### src/rtl/uart_rx_pkg.sv
// Shared types and constants for the UART frame receiver.
// The state enum, the idle line level and the 3-sample majority helper.
package uart_rx_pkg;

  typedef enum logic [2:0] {
    IDLE,
    START,
    DATA,
    PARITY,
    STOP,
    BREAK,
    DONE
  } rx_state_t;

  localparam logic RX_IDLE = 1'b1;

  function automatic logic maj3(input logic a, input logic b, input logic c);
    return (a & b) | (a & c) | (b & c);
  endfunction

endpackage

### src/rtl/uart_rx_sync_vote.sv
// Two-flop synchroniser for the raw rx pin plus a 3-sample history for majority voting.
// rx_s lags the pin by 2 cycles; maj votes over rx_s now and the 2 cycles before.
module uart_rx_sync_vote
  import uart_rx_pkg::*;
(
  input  logic clk,
  input  logic rst,
  input  logic i_rx,
  output logic o_rx_s,
  output logic o_maj
);

  logic [1:0] r_sync;
  logic [1:0] r_hist;

  // Everything powers up at the idle level so no phantom start bit appears.
  always_ff @(posedge clk or posedge rst) begin
    if (rst) begin
      r_sync <= {2{RX_IDLE}};
      r_hist <= {2{RX_IDLE}};
    end else begin
      r_sync <= {r_sync[0], i_rx};
      r_hist <= {r_hist[0], r_sync[1]};
    end
  end

  assign o_rx_s = r_sync[1];
  assign o_maj  = maj3(r_sync[1], r_hist[0], r_hist[1]);

endmodule

### src/rtl/uart_frame_receiver.sv
// Oversampled UART frame receiver: counts good frames and raises a sticky done at FRAME_COUNT.
// Define UART_RX_PARITY_EN to build the parity bit, PARITY state and parity_err checker.
module uart_frame_receiver
  import uart_rx_pkg::*;
#(
  parameter int unsigned DATA_BITS   = 8,
  parameter int unsigned OVERSAMPLE  = 16,
  parameter int unsigned FRAME_COUNT = 48,
  parameter bit          PARITY_ODD  = 1'b0,
  localparam int unsigned CNT_W      = $clog2(FRAME_COUNT + 1)
) (
  input  logic                 clk,
  input  logic                 rst,
  input  logic                 en,
  input  logic                 rx,
  output logic [DATA_BITS-1:0] data,
  output logic                 valid,
  output logic                 frame_err,
  output logic                 parity_err,
  output logic [CNT_W-1:0]     frame_count,
  output logic                 done
);

  localparam int unsigned TICK_W = $clog2(OVERSAMPLE);
  localparam int unsigned BIT_W  = $clog2(DATA_BITS);

  rx_state_t            r_state, w_state_nxt;
  logic [TICK_W-1:0]    r_tick, w_tick_nxt;
  logic [BIT_W-1:0]     r_bit, w_bit_nxt;
  logic [DATA_BITS-1:0] r_shift, w_shift_nxt;
  logic [DATA_BITS-1:0] r_data, w_data_nxt;
  logic [CNT_W-1:0]     r_count, w_count_nxt;
  logic                 r_par_bad, w_par_bad_nxt;
  logic                 r_valid, w_valid_nxt;
  logic                 r_ferr, w_ferr_nxt;
  logic                 r_perr, w_perr_nxt;
  logic                 w_rx_s, w_maj;
  logic                 w_mid, w_bit_end;
  logic [CNT_W-1:0]     w_count_inc;

  uart_rx_sync_vote u_sync_vote (
    .clk    (clk),
    .rst    (rst),
    .i_rx   (rx),
    .o_rx_s (w_rx_s),
    .o_maj  (w_maj)
  );

  // The tick counter holds the number of cycles since the current sample window opened.
  assign w_mid       = (r_tick == TICK_W'(OVERSAMPLE / 2 - 1));
  assign w_bit_end   = (r_tick == TICK_W'(OVERSAMPLE - 1));
  assign w_count_inc = r_count + CNT_W'(1);

  always_ff @(posedge clk or posedge rst) begin
    if (rst) begin
      r_state   <= IDLE;
      r_tick    <= '0;
      r_bit     <= '0;
      r_shift   <= '0;
      r_data    <= '0;
      r_count   <= '0;
      r_par_bad <= 1'b0;
      r_valid   <= 1'b0;
      r_ferr    <= 1'b0;
      r_perr    <= 1'b0;
    end else begin
      r_state   <= w_state_nxt;
      r_tick    <= w_tick_nxt;
      r_bit     <= w_bit_nxt;
      r_shift   <= w_shift_nxt;
      r_data    <= w_data_nxt;
      r_count   <= w_count_nxt;
      r_par_bad <= w_par_bad_nxt;
      r_valid   <= w_valid_nxt;
      r_ferr    <= w_ferr_nxt;
      r_perr    <= w_perr_nxt;
    end
  end

  always_comb begin
    w_state_nxt   = r_state;
    w_tick_nxt    = r_tick + TICK_W'(1);
    w_bit_nxt     = r_bit;
    w_shift_nxt   = r_shift;
    w_data_nxt    = r_data;
    w_count_nxt   = r_count;
    w_par_bad_nxt = r_par_bad;
    w_valid_nxt   = 1'b0;
    w_ferr_nxt    = 1'b0;
    w_perr_nxt    = 1'b0;
    if (!en) begin
      w_state_nxt   = IDLE;
      w_tick_nxt    = '0;
      w_bit_nxt     = '0;
      w_shift_nxt   = '0;
      w_data_nxt    = '0;
      w_count_nxt   = '0;
      w_par_bad_nxt = 1'b0;
    end else begin
      case (r_state)
        IDLE: begin
          w_tick_nxt = '0;
          if (w_rx_s != RX_IDLE) begin
            w_state_nxt = START;
            w_tick_nxt  = TICK_W'(1);
          end
        end
        START: begin
          if (w_mid) begin
            w_tick_nxt  = '0;
            w_bit_nxt   = '0;
            w_state_nxt = (w_maj == RX_IDLE) ? IDLE : DATA;
          end
        end
        DATA: begin
          if (w_bit_end) begin
            w_tick_nxt  = '0;
            w_shift_nxt = {w_maj, r_shift[DATA_BITS-1:1]};
            w_bit_nxt   = r_bit + BIT_W'(1);
            if (r_bit == BIT_W'(DATA_BITS - 1)) begin
`ifdef UART_RX_PARITY_EN
              w_state_nxt = PARITY;
`else
              w_state_nxt = STOP;
`endif
            end
          end
        end
`ifdef UART_RX_PARITY_EN
        PARITY: begin
          if (w_bit_end) begin
            w_tick_nxt    = '0;
            w_par_bad_nxt = w_maj ^ (^r_shift) ^ PARITY_ODD;
            w_state_nxt   = STOP;
          end
        end
`endif
        STOP: begin
          if (w_bit_end) begin
            w_tick_nxt    = '0;
            w_par_bad_nxt = 1'b0;
            if (w_maj != RX_IDLE) begin
              w_ferr_nxt  = 1'b1;
              w_state_nxt = BREAK;
            end else if (r_par_bad) begin
              w_perr_nxt  = 1'b1;
              w_state_nxt = IDLE;
            end else begin
              w_data_nxt  = r_shift;
              w_valid_nxt = 1'b1;
              w_count_nxt = w_count_inc;
              w_state_nxt = (w_count_inc == CNT_W'(FRAME_COUNT)) ? DONE : IDLE;
            end
          end
        end
        BREAK: begin
          w_tick_nxt = '0;
          if (w_rx_s == RX_IDLE) w_state_nxt = IDLE;
        end
        DONE: begin
          w_tick_nxt = '0;
        end
        default: begin
          w_state_nxt = IDLE;
        end
      endcase
    end
  end

  assign data        = r_data;
  assign valid       = r_valid;
  assign frame_err   = r_ferr;
  assign frame_count = r_count;
  assign done        = (r_state == DONE);

`ifdef UART_RX_PARITY_EN
  assign parity_err = r_perr;
`else
  logic w_unused;
  assign w_unused   = ^{PARITY_ODD, r_perr};
  assign parity_err = 1'b0;
`endif

endmodule

### config.mk
export PLATFORM = sky130hd
export DESIGN_NAME = uart_frame_receiver
export DESIGN_NICKNAME = d
export VERILOG_FILES = /design/src/rtl/uart_rx_pkg.sv /design/src/rtl/uart_rx_sync_vote.sv /design/src/rtl/uart_frame_receiver.sv
export SDC_FILE = /design/constraint.sdc
export NUM_CORES = 1
export LEC_CHECK = 0
export CORE_MARGIN = 5
export CORE_UTILIZATION = 45
export DETAILED_ROUTE_END_ITERATION = 10
export GPL_ROUTABILITY_DRIVEN = 0
export PLACE_DENSITY = 0.71
export SLEW_MARGIN = 10
export SYNTH_ARGS = -nofsm -noshare
export SYNTH_HDL_FRONTEND = slang
export SYNTH_HIERARCHICAL = 1
export SYNTH_SLANG_ARGS = --single-unit
### constraint.sdc
create_clock -name clk -period 4.2 [get_ports clk]
set_clock_uncertainty 0.2 [all_clocks]
set_input_delay 0.42 -clock clk [delete_from_list [all_inputs] [get_ports clk]]
set_output_delay 0.42 -clock clk [all_outputs]
set_load 0.05 [all_outputs]
======== Yosys cells after proc, flatten, opt, wreduce, memory -nomap -nowiden ========
Cells that the tools add are included.
storage, ports and cells
  flip-flop bits (word level) ............. 39
  bits of input ports ..................... 4
  output and inout port bits .............. 18
  word-level logic and storage cells ...... 95
cells by class
  $add $sub $neg .......................... 3
  equality and inequality tests ........... 22
  multiplexer cells ....................... 46
  bitwise operators ....................... 5
  reductions and logical operators ........ 8
operators with widths
  operator                                                                  number
  8-bit 2-to-1 mux                                                          8
  3-bit 2-to-1 mux                                                          13
  6-bit 2-to-1 mux                                                          5
  3-bit one-hot mux with 6 select lines                                     1
  4-bit one-hot mux with 4 select lines                                     1
  3-bit inequality test (second input constant)                             5
  1-bit 2-to-1 mux                                                          13
  3-bit equality test (second input constant)                               4
  4-bit 2-to-1 mux                                                          3
  2-bit by 1-bit inequality test with 1-bit output (second input constant)  4
  7-bit AND reduction                                                       1
  6-bit by 1-bit adder with 6-bit output (second input constant)            1
  6-bit equality test (second input constant)                               1
  3-bit one-hot mux with 2 select lines                                     1
  4-bit by 1-bit adder with 4-bit output (second input constant)            1
  4-bit by 3-bit equality test with 1-bit output (second input constant)    1
  4-bit equality test (second input constant)                               1
  2-bit inequality test (second input constant)                             2
  2-bit AND reduction                                                       2
  4-bit AND reduction                                                       1
  2-bit OR reduction                                                        2
  3-bit by 1-bit adder with 3-bit output (second input constant)            1
  1-bit bitwise AND                                                         3
  3-bit by 1-bit equality test with 1-bit output (second input constant)    1
  other kinds (7)                                                           8

======== Logic depth before layout (Yosys ltp) ========
Gate-level depths: netlist of run 1.
  depth in word-level cells ............... 8
  gate-level depth with buffers ........... 7
  depth with buffers taken out ............ 7

======== Modules after synthesis ========
Netlist of run 1, hierarchy kept.
by module, submodules not included
  module               times used  cells an instance  area each (um^2)  seq. area each (um^2)
  uart_frame_receiver  1           194                1736.7            850.8
  uart_rx_sync_vote    1           6                  120.1             105.1

======== Worst setup path before layout of run 1 ========
No wires, ideal clock.
  path type ............................... register to output
  start point ............................. register r_state[1]
  end point ............................... output port done
  data arrival time ....................... 1.386 ns
  data required time ...................... 3.580 ns
  slack ................................... 2.194 ns
  cell stages (with the launch flop) ...... 4
  path buffers ............................ 1
  path through ............................ dfrtp_1 buf_2 inv_1 nor2_1
on the way
  cells in the longest elaborated chain, start to end .. 1
RTL lines
  element                 RTL line                    text
  from (decl)             uart_frame_receiver.sv:27   rx_state_t r_state, w_state_nxt;
  from (signal assigned)  uart_frame_receiver.sv:67   r_state <= w_state_nxt;
  3-bit equality test     uart_frame_receiver.sv:174  assign done = (r_state == DONE);
  to (decl)               uart_frame_receiver.sv:21   output logic done
No other way between the ends.

======== Final worst setup path of run 1 ========
  start point ............................. register r_state[0]
  end point ............................... output port done
The elaborated chain is that of the path after synthesis.

==> results.sh, run 1 <==
export IMPL_r2r_cells=6
export IMPL_die_w_um=74.24
export IMPL_portBuffers=20
export IMPL_yosysWarningCount=6
export IMPL_period_needed_ns=2.716
export IMPL_postCtsHoldBufs=0
export IMPL_antennaDiodeCount=0
export IMPL_crit_arrival_ns=2.10
export IMPL_drive_above_1_share_pct=8.676
export IMPL_rrSetupSlack_ns=1.82
export IMPL_cp_end_kind="output port"
export IMPL_critPathRequiredTime_ns=3.58
export IMPL_cts_buffer_depth=2
export IMPL_post_cts_buffers=0
export IMPL_cp_start_kind="flop"
export IMPL_wl_per_cell_um=12.91
export IMPL_fmax_mhz=368.2
export IMPL_cts_resized=0
export IMPL_powerDensity_nw_per_um2=356.4
export IMPL_holdWs_ns=0.1593
export IMPL_grt_pass1_vias=1372
export IMPL_fin_cells=269
export IMPL_status="finished, final reports clean"
export IMPL_syn_area_per_cell_um2=9.284
export IMPL_placed_area_um2=2071
export IMPL_numCtsBuffers=5
export IMPL_ys_seq_area_share_pct=51.48
export IMPL_synth_edf_count=0
export IMPL_whs_path_depth=0
export IMPL_synth_top_cell_by_area="dfrtp_1"
export IMPL_critPathKind="reg -> out"
export IMPL_io_pins=22
export IMPL_overflow=0
export IMPL_via_per_inst=5.286
export IMPL_dp_cells=261
export IMPL_grt_max_degree=35
export IMPL_hold_path_class="reg -> reg"
export IMPL_p_total_w=0.0007720
export IMPL_synth_area_um2=1857
export IMPL_drtIter0Drc=95
export IMPL_synth_top_area_share_pct=45.82
export IMPL_total_leakage_power_nw=0.8877
export IMPL_synth_area_leaders="dfrtp_1, nand2_1, a21oi_1"
export IMPL_grt_pass1_wl_mm=6.134
export IMPL_tns_ns=0
export IMPL_vias=1422
export IMPL_slew_viol_final=0
export IMPL_relSlewSlack_pct=39.05
export IMPL_core_area_um2=4000
export IMPL_worst_slew_pin_slew_ns=0.9132
export IMPL_synthesis_instances=200
export IMPL_drc_errors=0
export IMPL_start_util_pct=46.42
export IMPL_irDropWorstVdd_mv=0.1825
export IMPL_dp_hpwl_mm=2.336
export IMPL_slowest_delay_ns=0.81
export IMPL_ctsHtreeMaxLevel=2
export IMPL_cts_root_buf="clkbuf_8"
export IMPL_synth_seq_cells=38
export IMPL_antenna_left=0
export IMPL_clk_latency_ns=0.29
export IMPL_cts_tree="built"
export IMPL_fp_dieArea_um2=5511
export IMPL_die_y_um=74.24
export IMPL_grt_usage_pct=14.48
export IMPL_placementRows=23
export IMPL_fin_crit_sh_pct=64.67
export IMPL_yosys_cell_types_count=40
export IMPL_antenna_found_initial=0
export IMPL_cts_sink_count=38
export IMPL_critPathMaxFanout=17
export IMPL_cp_slowest_cell="clkdlybuf4s50_1"
export IMPL_rsz0062_at_grt="no"
export IMPL_clk_pin_slew_ns=0.08
export IMPL_synth_nets=208
export IMPL_wirelength_mm=3.472
export IMPL_setup_viol=0
export IMPL_area_growth_pct=16.64
export IMPL_path_cells="nand2b_2 -> nor2_1 -> clkdlybuf4s50_1"
export IMPL_fin_nets=226
export IMPL_synth_flop_cell="dfrtp_1"
export IMPL_hold_viol_final=0
export IMPL_drv_cap=0
export IMPL_final_area_um2=2166
export IMPL_async_reset_ff_share_pct=100.0
export IMPL_drtPass1Iterations=4
placed cells by master (no fill, tap or decap), drive strengths merged, types with 3 or more instances in the layout:
| cell type | n |
|---|---|
| and2 | 3 |
| and3 | 3 |
| clkdlybuf4s50 | 20 |
| inv | 7 |
| nand3 | 7 |
| nor2 | 13 |
| xnor2 | 4 |
| a21oi | 24 |
| dfstp | 4 |
| a211oi | 3 |
| or2 | 3 |
| nand2 | 43 |
| clkbuf | 6 |
| nor3 | 5 |
| o21ai | 7 |
| ha | 4 |
| dfrtp | 34 |
| xor2 | 4 |
| nand4 | 3 |
path summary, 6_finish.rpt:
path / start / end
max reg2reg: u_sync_vote/r_sync[1] / frame_count[5]
max: r_state[0] / done
min: u_sync_vote/r_sync[0] / u_sync_vote/r_sync[1]
min in group asynchronous: rst / u_sync_vote/r_hist[1]
min reg2reg: u_sync_vote/r_sync[0] / u_sync_vote/r_sync[1]
max in group asynchronous: rst / r_shift[6]
kinds of logic (layout without fill, tap and decap cells):
kind of cell | Yosys count | count (layout) | share of synthesized area (%)
and+or+nand+nor | 92 | 92 | 24.87
DFF | 38 | 38 | 51.48
buffers and inverters | 17 | 36 | 4.447
xor gates and xnor gates | 8 | 8 | 3.773
adders and majority gates | 5 | 5 | 3.302
AOI/OAI and AO/OA | 37 | 37 | 10.85
muxes | 2 | 2 | 1.078
other | 1 | 1 | 0.2020
synthesized netlist by cell type, types with 2 or more instances:
| cell | count |
|---|---|
| or2_1 | 2 |
| nor3_1 | 5 |
| inv_1 | 7 |
| dfstp_2 | 4 |
| buf_2 | 3 |
| o21ai_0 | 7 |
| nor2b_1 | 2 |
| xor2_1 | 4 |
| nand3b_1 | 2 |
| nand3_1 | 6 |
| nand4_1 | 3 |
| dfrtp_1 | 34 |
| and2_1 | 3 |
| and3_1 | 3 |
| mux2i_1 | 2 |
| nand2_1 | 43 |
| buf_4 | 2 |
| a211oi_1 | 3 |
| ha_1 | 4 |
| nand4b_1 | 2 |
| clkbuf_1 | 3 |
| a21oi_1 | 24 |
| nor2_1 | 12 |
| xnor2_1 | 4 |
worst max-delay path, delay by kind of cell, from the launching register on:
kind / cells / cell delay (ns)
flip-flops: 1 / 0.56
buffers and inverters: 1 / 0.81
AND/OR/NAND/NOR: 2 / 0.44
where the power goes:
part	internal (W)	total [W]	switching, W
registers	0.000380	0.000413	0.0000331
clock network	0.000132	0.000260	0.000128
logic	0.0000416	0.0000989	0.0000573
total	0.000554	0.000772	0.000218
metal layers:
layer	GRT usage (%)	part of all wire, %
met5	0	0
met4	5.731	1.8
met3	4.189	4.0
met2	22.44	46
met1	19.24	48
registers in the layout, indices dropped and copies added, names as in the netlist:
| register | cells |
|---|---|
| data | 8 |
| frame_count | 6 |
| frame_err | 1 |
| r_bit | 3 |
| r_shift | 8 |
| r_state | 3 |
| r_tick | 4 |
| u_sync_vote/r_hist | 2 |
| u_sync_vote/r_sync | 2 |
| valid | 1 |
metrics by stage:
step / setup slack (ns) / utilization, %
after global routing: 1.372 / 54.14
after detailed placement: 1.559 / 51.77
final: 1.484 / 54.14
after CTS: 1.459 / 54.14
after floorplan: 2.194 / -
after global placement: 1.598 / 51.77
final cells by class:
| cell class | count | area, um^2 |
|---|---|---|
| Multi-Input combinational cell | 145 | 818.3 |
| Sequential cell | 38 | 955.9 |
| Clock inverter | 2 | 12.51 |
| Timing Repair Buffer | 21 | 207.7 |
| Tap cell | 50 | 62.56 |
| Clock buffer | 6 | 82.58 |
| Inverter | 7 | 26.28 |
| Fill cell | 371 | 1834 |
Power figures use the tool's default switching activity.
==> run 2: changes to the inputs <==
--- a/config.mk
+++ b/config.mk
@@ -9,7 +9,7 @@
 export CORE_UTILIZATION = 45
 export DETAILED_ROUTE_END_ITERATION = 10
 export GPL_ROUTABILITY_DRIVEN = 0
-export PLACE_DENSITY = 0.71
+export PLACE_DENSITY = 0.74
 export SLEW_MARGIN = 10
 export SYNTH_ARGS = -nofsm -noshare
 export SYNTH_HDL_FRONTEND = slang
==> constraint.sdc (replaced) <==
create_clock -name clk -period 2.4 [get_ports clk]
set_clock_uncertainty 0.2 [all_clocks]
set_input_delay 0.24 -clock clk [delete_from_list [all_inputs] [get_ports clk]]
set_output_delay 0.24 -clock clk [all_outputs]
set_load 0.05 [all_outputs]
==> run 2 against run 1 <==
  * Total power rose by 100%
  * Highest routed layer unchanged
  * Die area unchanged
  * Setup slack got worse by 1.1 ns
  * Largest cell class unchanged
  * Non-clock buffer count is 3 higher
==> results.sh, run 2 (same netlist as run 1, synthesis figures left out) <==
export IMPL_drc_errors=0
export IMPL_pre_cts_ws_ns=0.3137
export IMPL_cts_tree="built"
export IMPL_fmax_mhz=487.0
export IMPL_rsz0062_at_grt="no"
export IMPL_fin_crit_sh_pct=85.55
export IMPL_powerDensity_nw_per_um2=706.9
export IMPL_ctsHtreeMaxLevel=2
export IMPL_period_needed_ns=2.053
export IMPL_numCtsBuffers=5
export IMPL_drv_cap=0
export IMPL_fin_cells=272
export IMPL_die_w_um=74.24
export IMPL_setup_ws_ns=0.3468
export IMPL_layout_commonest_cell="nand2_1"
export IMPL_cts_resized=0
export IMPL_r2r_cells=6
export IMPL_total_leakage_power_nw=0.9294
export IMPL_post_cts_buffers=0
export IMPL_antenna_found_initial=0
export IMPL_clk_pin_slew_ns=0.08
export IMPL_critPathKind="reg -> reg"
export IMPL_core_area_um2=4000
export IMPL_fin_nets=229
export IMPL_portBuffers=20
export IMPL_irDropWorstVdd_mv=0.4160
export IMPL_start_util_pct=46.42
export IMPL_overflow=0
export IMPL_critPathMaxFanout=7
export IMPL_grt_pass1_wl_mm=6.134
export IMPL_cts_sink_count=38
export IMPL_rrSetupSlack_ns=0.35
export IMPL_hold_viol_final=0
export IMPL_status="finished, final reports clean"
export IMPL_setup_viol=0
export IMPL_crit_arrival_ns=2.04
export IMPL_cp_start_kind="flop"
export IMPL_via_per_inst=5.228
export IMPL_wl_per_cell_um=13.08
export IMPL_cp_endpoint="frame_count[5]"
export IMPL_vias=1422
export IMPL_final_cell_mix="nand2_1, dfrtp_1, a21oi_1"
export IMPL_critPathRequiredTime_ns=2.39
export IMPL_drive_above_1_share_pct=10.36
export IMPL_clk_latency_ns=0.29
export IMPL_wirelength_mm=3.558
export IMPL_slew_viol_final=0
export IMPL_dp_hpwl_mm=2.439
export IMPL_r2r_end="frame_count[5]"
export IMPL_dp_cells=264
export IMPL_fp_dieArea_um2=5511
export IMPL_cp_end_kind="flop"
export IMPL_cts_root_buf="clkbuf_8"
export IMPL_area_growth_pct=20.28
export IMPL_crit_start="u_sync_vote/r_sync[1]"
export IMPL_placementRows=23
export IMPL_worst_slew_pin_slew_ns=0.5519
export IMPL_antennaDiodeCount=0
export IMPL_relSlewSlack_pct=63.21
export IMPL_tns_ns=0
export IMPL_antenna_left=0
export IMPL_die_y_um=74.24
export IMPL_grt_pass1_vias=1388
export IMPL_drtIter0Drc=73
export IMPL_cts_buffer_depth=2
export IMPL_io_pins=22
export IMPL_postCtsHoldBufs=0
export IMPL_reg2reg_from="u_sync_vote/r_sync[1]"
export IMPL_grt_usage_pct=14.46
export IMPL_grt_max_degree=35
export IMPL_drtPass1Iterations=4
export IMPL_hold_path_class="in -> async"
[run 2: how the worst min path moves through the flow]
stage,cells after the start,startpoint,endpoint,slack (ns)
CTS,2,rst,u_sync_vote/r_sync[0],0.15
floorplan,1,rst,u_sync_vote/r_hist[0],-0.005
global route,1,rx,u_sync_vote/r_sync[0],0.14
global placement,0,u_sync_vote/r_sync[0],u_sync_vote/r_sync[1],0.15
finish,2,rst,u_sync_vote/r_sync[0],0.15
detailed placement,0,u_sync_vote/r_sync[0],u_sync_vote/r_sync[1],0.15
[run 2: layer usage]
metal / wire length [um] / GRT usage, % / vias to the layer above
li1: - / - / 714
met1: 1678 / 19.06 / 673
met2: 1701 / 22.15 / 31
met3: 153 / 4.595 / 4
met4: 25 / 5.929 / 0
met5: 0 / 0 / -
[run 2: cell type report]
class | count | area (um^2)
clock buffers | 6 | 82.58
clock inverters | 2 | 60.06
fillers | 373 | 1767
inverters | 7 | 26.28
multi-input cells | 145 | 818.3
flip-flops and latches | 38 | 955.9
well taps | 50 | 62.56
repair buffers | 24 | 227.7
[run 2: where the power goes]
| part | switching [W] | total (W) | internal (W) |
|---|---|---|---|
| registers | 0.0000334 | 0.000699 | 0.000666 |
| logic | 0.000126 | 0.000209 | 0.0000831 |
| clock network | 0.000228 | 0.000671 | 0.000443 |
| total | 0.000386 | 0.00158 | 0.00119 |
[run 2: worst max-delay path: stages, from the launching register on]
cell and delay (ns):
dfstp_2 0.54, maj3_2 0.23, inv_1 0.09, nor4_4 0.44
nand4_1 0.17, xnor2_1 0.14, and2_1 0.15
[run 2: through the flow]
stage	util [%]	total power [W]	area, um^2	hold slack [ns]
2_1_floorplan	-	0.0008820	1857	-0.004799
3_3_place_gp	52.27	0.0009160	2091	0.1533
3_5_place_dp	52.27	0.0009196	2091	0.1526
4_1_cts	55.83	0.001590	2233	0.1486
5_1_grt	55.83	0.001651	2233	0.1413
6_report	55.83	0.001579	2233	0.1477
==> run 3: changes to the inputs <==
--- a/config.mk
+++ b/config.mk
@@ -9,7 +9,7 @@
 export CORE_UTILIZATION = 45
 export DETAILED_ROUTE_END_ITERATION = 10
 export GPL_ROUTABILITY_DRIVEN = 0
-export PLACE_DENSITY = 0.74
+export PLACE_DENSITY = 0.71
 export SLEW_MARGIN = 10
 export SYNTH_ARGS = -nofsm -noshare
 export SYNTH_HDL_FRONTEND = slang
==> constraint.sdc (replaced) <==
create_clock -name clk -period 2.1 [get_ports clk]
set_clock_uncertainty 0.2 [all_clocks]
set_input_delay 0.21 -clock clk [delete_from_list [all_inputs] [get_ports clk]]
set_output_delay 0.21 -clock clk [all_outputs]
set_load 0.05 [all_outputs]
==> run 3 against run 2 <==
  * Count of clock-buffer cells in the layout fell by 1
  * Register-to-register slack got worse by 0.17 ns
  * Setup slack got worse by 0.27 ns
  * Die area did not move
  * Utilization rose by 1.3 points
  * Global-route usage rose by 0.57 points
  * Clock power fell by 7.0%
  * Cell area rose by 2.3%
  * Sequential share of layout area fell by 0.96 points
  * Critical endpoint is now frame_count[2]
  * Largest power group unchanged
==> results.sh, run 3 (same netlist as run 1, synthesis figures left out) <==
export IMPL_powerDensity_nw_per_um2=735.2
export IMPL_status="finished, final reports clean"
export IMPL_core_area_um2=4000
export IMPL_cp_start_kind="flop"
export IMPL_crit_arrival_ns=1.61
export IMPL_relSlewSlack_pct=66.67
export IMPL_grt_usage_pct=15.03
export IMPL_total_leakage_power_nw=0.9554
export IMPL_wl_per_cell_um=13.22
export IMPL_clk_pin_slew_ns=0.08
export IMPL_setup_ws_ns=0.07987
export IMPL_cp_slowest_cell="clkdlybuf4s50_1"
export IMPL_cp_num_buf_inv=1
export IMPL_hold_viol_final=0
export IMPL_cts_tree="built"
export IMPL_cts_buffer_depth=2
export IMPL_antennaDiodeCount=0
export IMPL_critPathKind="reg -> out"
export IMPL_cts_sink_count=38
export IMPL_ctsHtreeMaxLevel=2
export IMPL_cts_root_buf="clkbuf_8"
export IMPL_tns_ns=0
export IMPL_placementRows=23
export IMPL_fin_nets=238
export IMPL_worst_slew_pin_slew_ns=0.4984
export IMPL_period_needed_ns=2.020
export IMPL_path_cells="clkdlybuf4s50_1"
export IMPL_overflow=0
export IMPL_post_cts_buffers=0
export IMPL_fin_crit_sh_pct=96.20
export IMPL_numCtsBuffers=5
export IMPL_pre_cts_ws_ns=0.1784
export IMPL_drive_above_1_share_pct=13.85
export IMPL_grt_pass1_wl_mm=6.375
export IMPL_critPathRequiredTime_ns=1.69
export IMPL_hold_path_class="in -> async"
export IMPL_crit_start="frame_count[2]"
export IMPL_wirelength_mm=3.714
export IMPL_cts_resized=0
export IMPL_die_w_um=74.24
export IMPL_layout_commonest_cell="nand2_1"
export IMPL_drc_errors=0
export IMPL_fmax_mhz=495.0
export IMPL_setup_viol=0
export IMPL_reg2reg_from="u_sync_vote/r_sync[1]"
export IMPL_io_pins=22
export IMPL_final_cell_mix="nand2_1, dfrtp_1, a21oi_1"
export IMPL_finalCoreUtilization_pct=57.12
export IMPL_via_per_inst=5.228
export IMPL_area_growth_pct=23.05
export IMPL_slew_viol_final=0
export IMPL_drtPass1Iterations=4
export IMPL_rsz0062_at_grt="no"
export IMPL_irDropWorstVdd_mv=0.4002
export IMPL_start_util_pct=46.42
export IMPL_grt_pass1_vias=1393
export IMPL_portBuffers=20
export IMPL_postCtsHoldBufs=0
export IMPL_holdWs_ns=0.1153
export IMPL_dp_hpwl_mm=2.640
export IMPL_drtIter0Drc=97
export IMPL_clk_latency_ns=0.29
export IMPL_drv_cap=0
export IMPL_grt_max_degree=35
export IMPL_fin_cells=281
export IMPL_cpLargestDelayFamily="buffers and inverters"
export IMPL_die_y_um=74.24
export IMPL_cp_end_kind="output port"
export IMPL_fp_dieArea_um2=5511
export IMPL_slowest_delay_ns=0.85
export IMPL_dp_cells=273
export IMPL_critPathMaxFanout=6
export IMPL_antenna_left=0
export IMPL_vias=1469
export IMPL_antenna_found_initial=0
## run 3: cell types whose count changed in the layout (fill, tap and decap cells not counted)
cell	before	now
buf_12	0	1
bufinv_16	2	1
clkbuf_8	6	5
buf_4	5	13
clkinvlp_4	0	2
## run 3: metal layers
| layer | GRT usage [%] | part of all wire [%] | up-vias |
|---|---|---|---|
| li1 | - | - | 729 |
| met1 | 21.31 | 48 | 702 |
| met2 | 22.74 | 47 | 36 |
| met3 | 2.568 | 3.4 | 2 |
| met4 | 6.522 | 0.97 | 0 |
| met5 | 0 | 0 | - |
## run 3: path summary, 6_finish.rpt
check,slack (ns),to,depth (start not counted)
max,0.08,frame_count[2],1
max reg2reg,0.18,frame_count[2],7
min in group clk,0.13,u_sync_vote/r_sync[0],1
max in group asynchronous,1.24,r_shift[7],3
min reg2reg,0.16,u_sync_vote/r_sync[1],0
min,0.12,u_sync_vote/r_sync[0],2
## run 3: final cells by class
cell class	instances	area (um^2)
fillers	349	1715
flip-flops and latches	38	955.9
multi-input cells	145	818.3
repair buffers	33	307.8
clock buffers	5	68.82
well taps	50	62.56
clock inverters	3	45.04
inverters	7	26.28
## run 3: report_power, final
group	switching [W]	internal, W
clock	0.000271	0.000353
sequential	0.0000245	0.000761
combinational	0.000163	0.000107
## run 3: stage by stage
stage	total power (W)	area [um^2]
4_1_cts	0.001694	2285
6_report	0.001680	2285
3_3_place_gp	0.001065	2171
3_5_place_dp	0.001068	2171
2_1_floorplan	0.001008	1857
5_1_grt	0.001761	2285
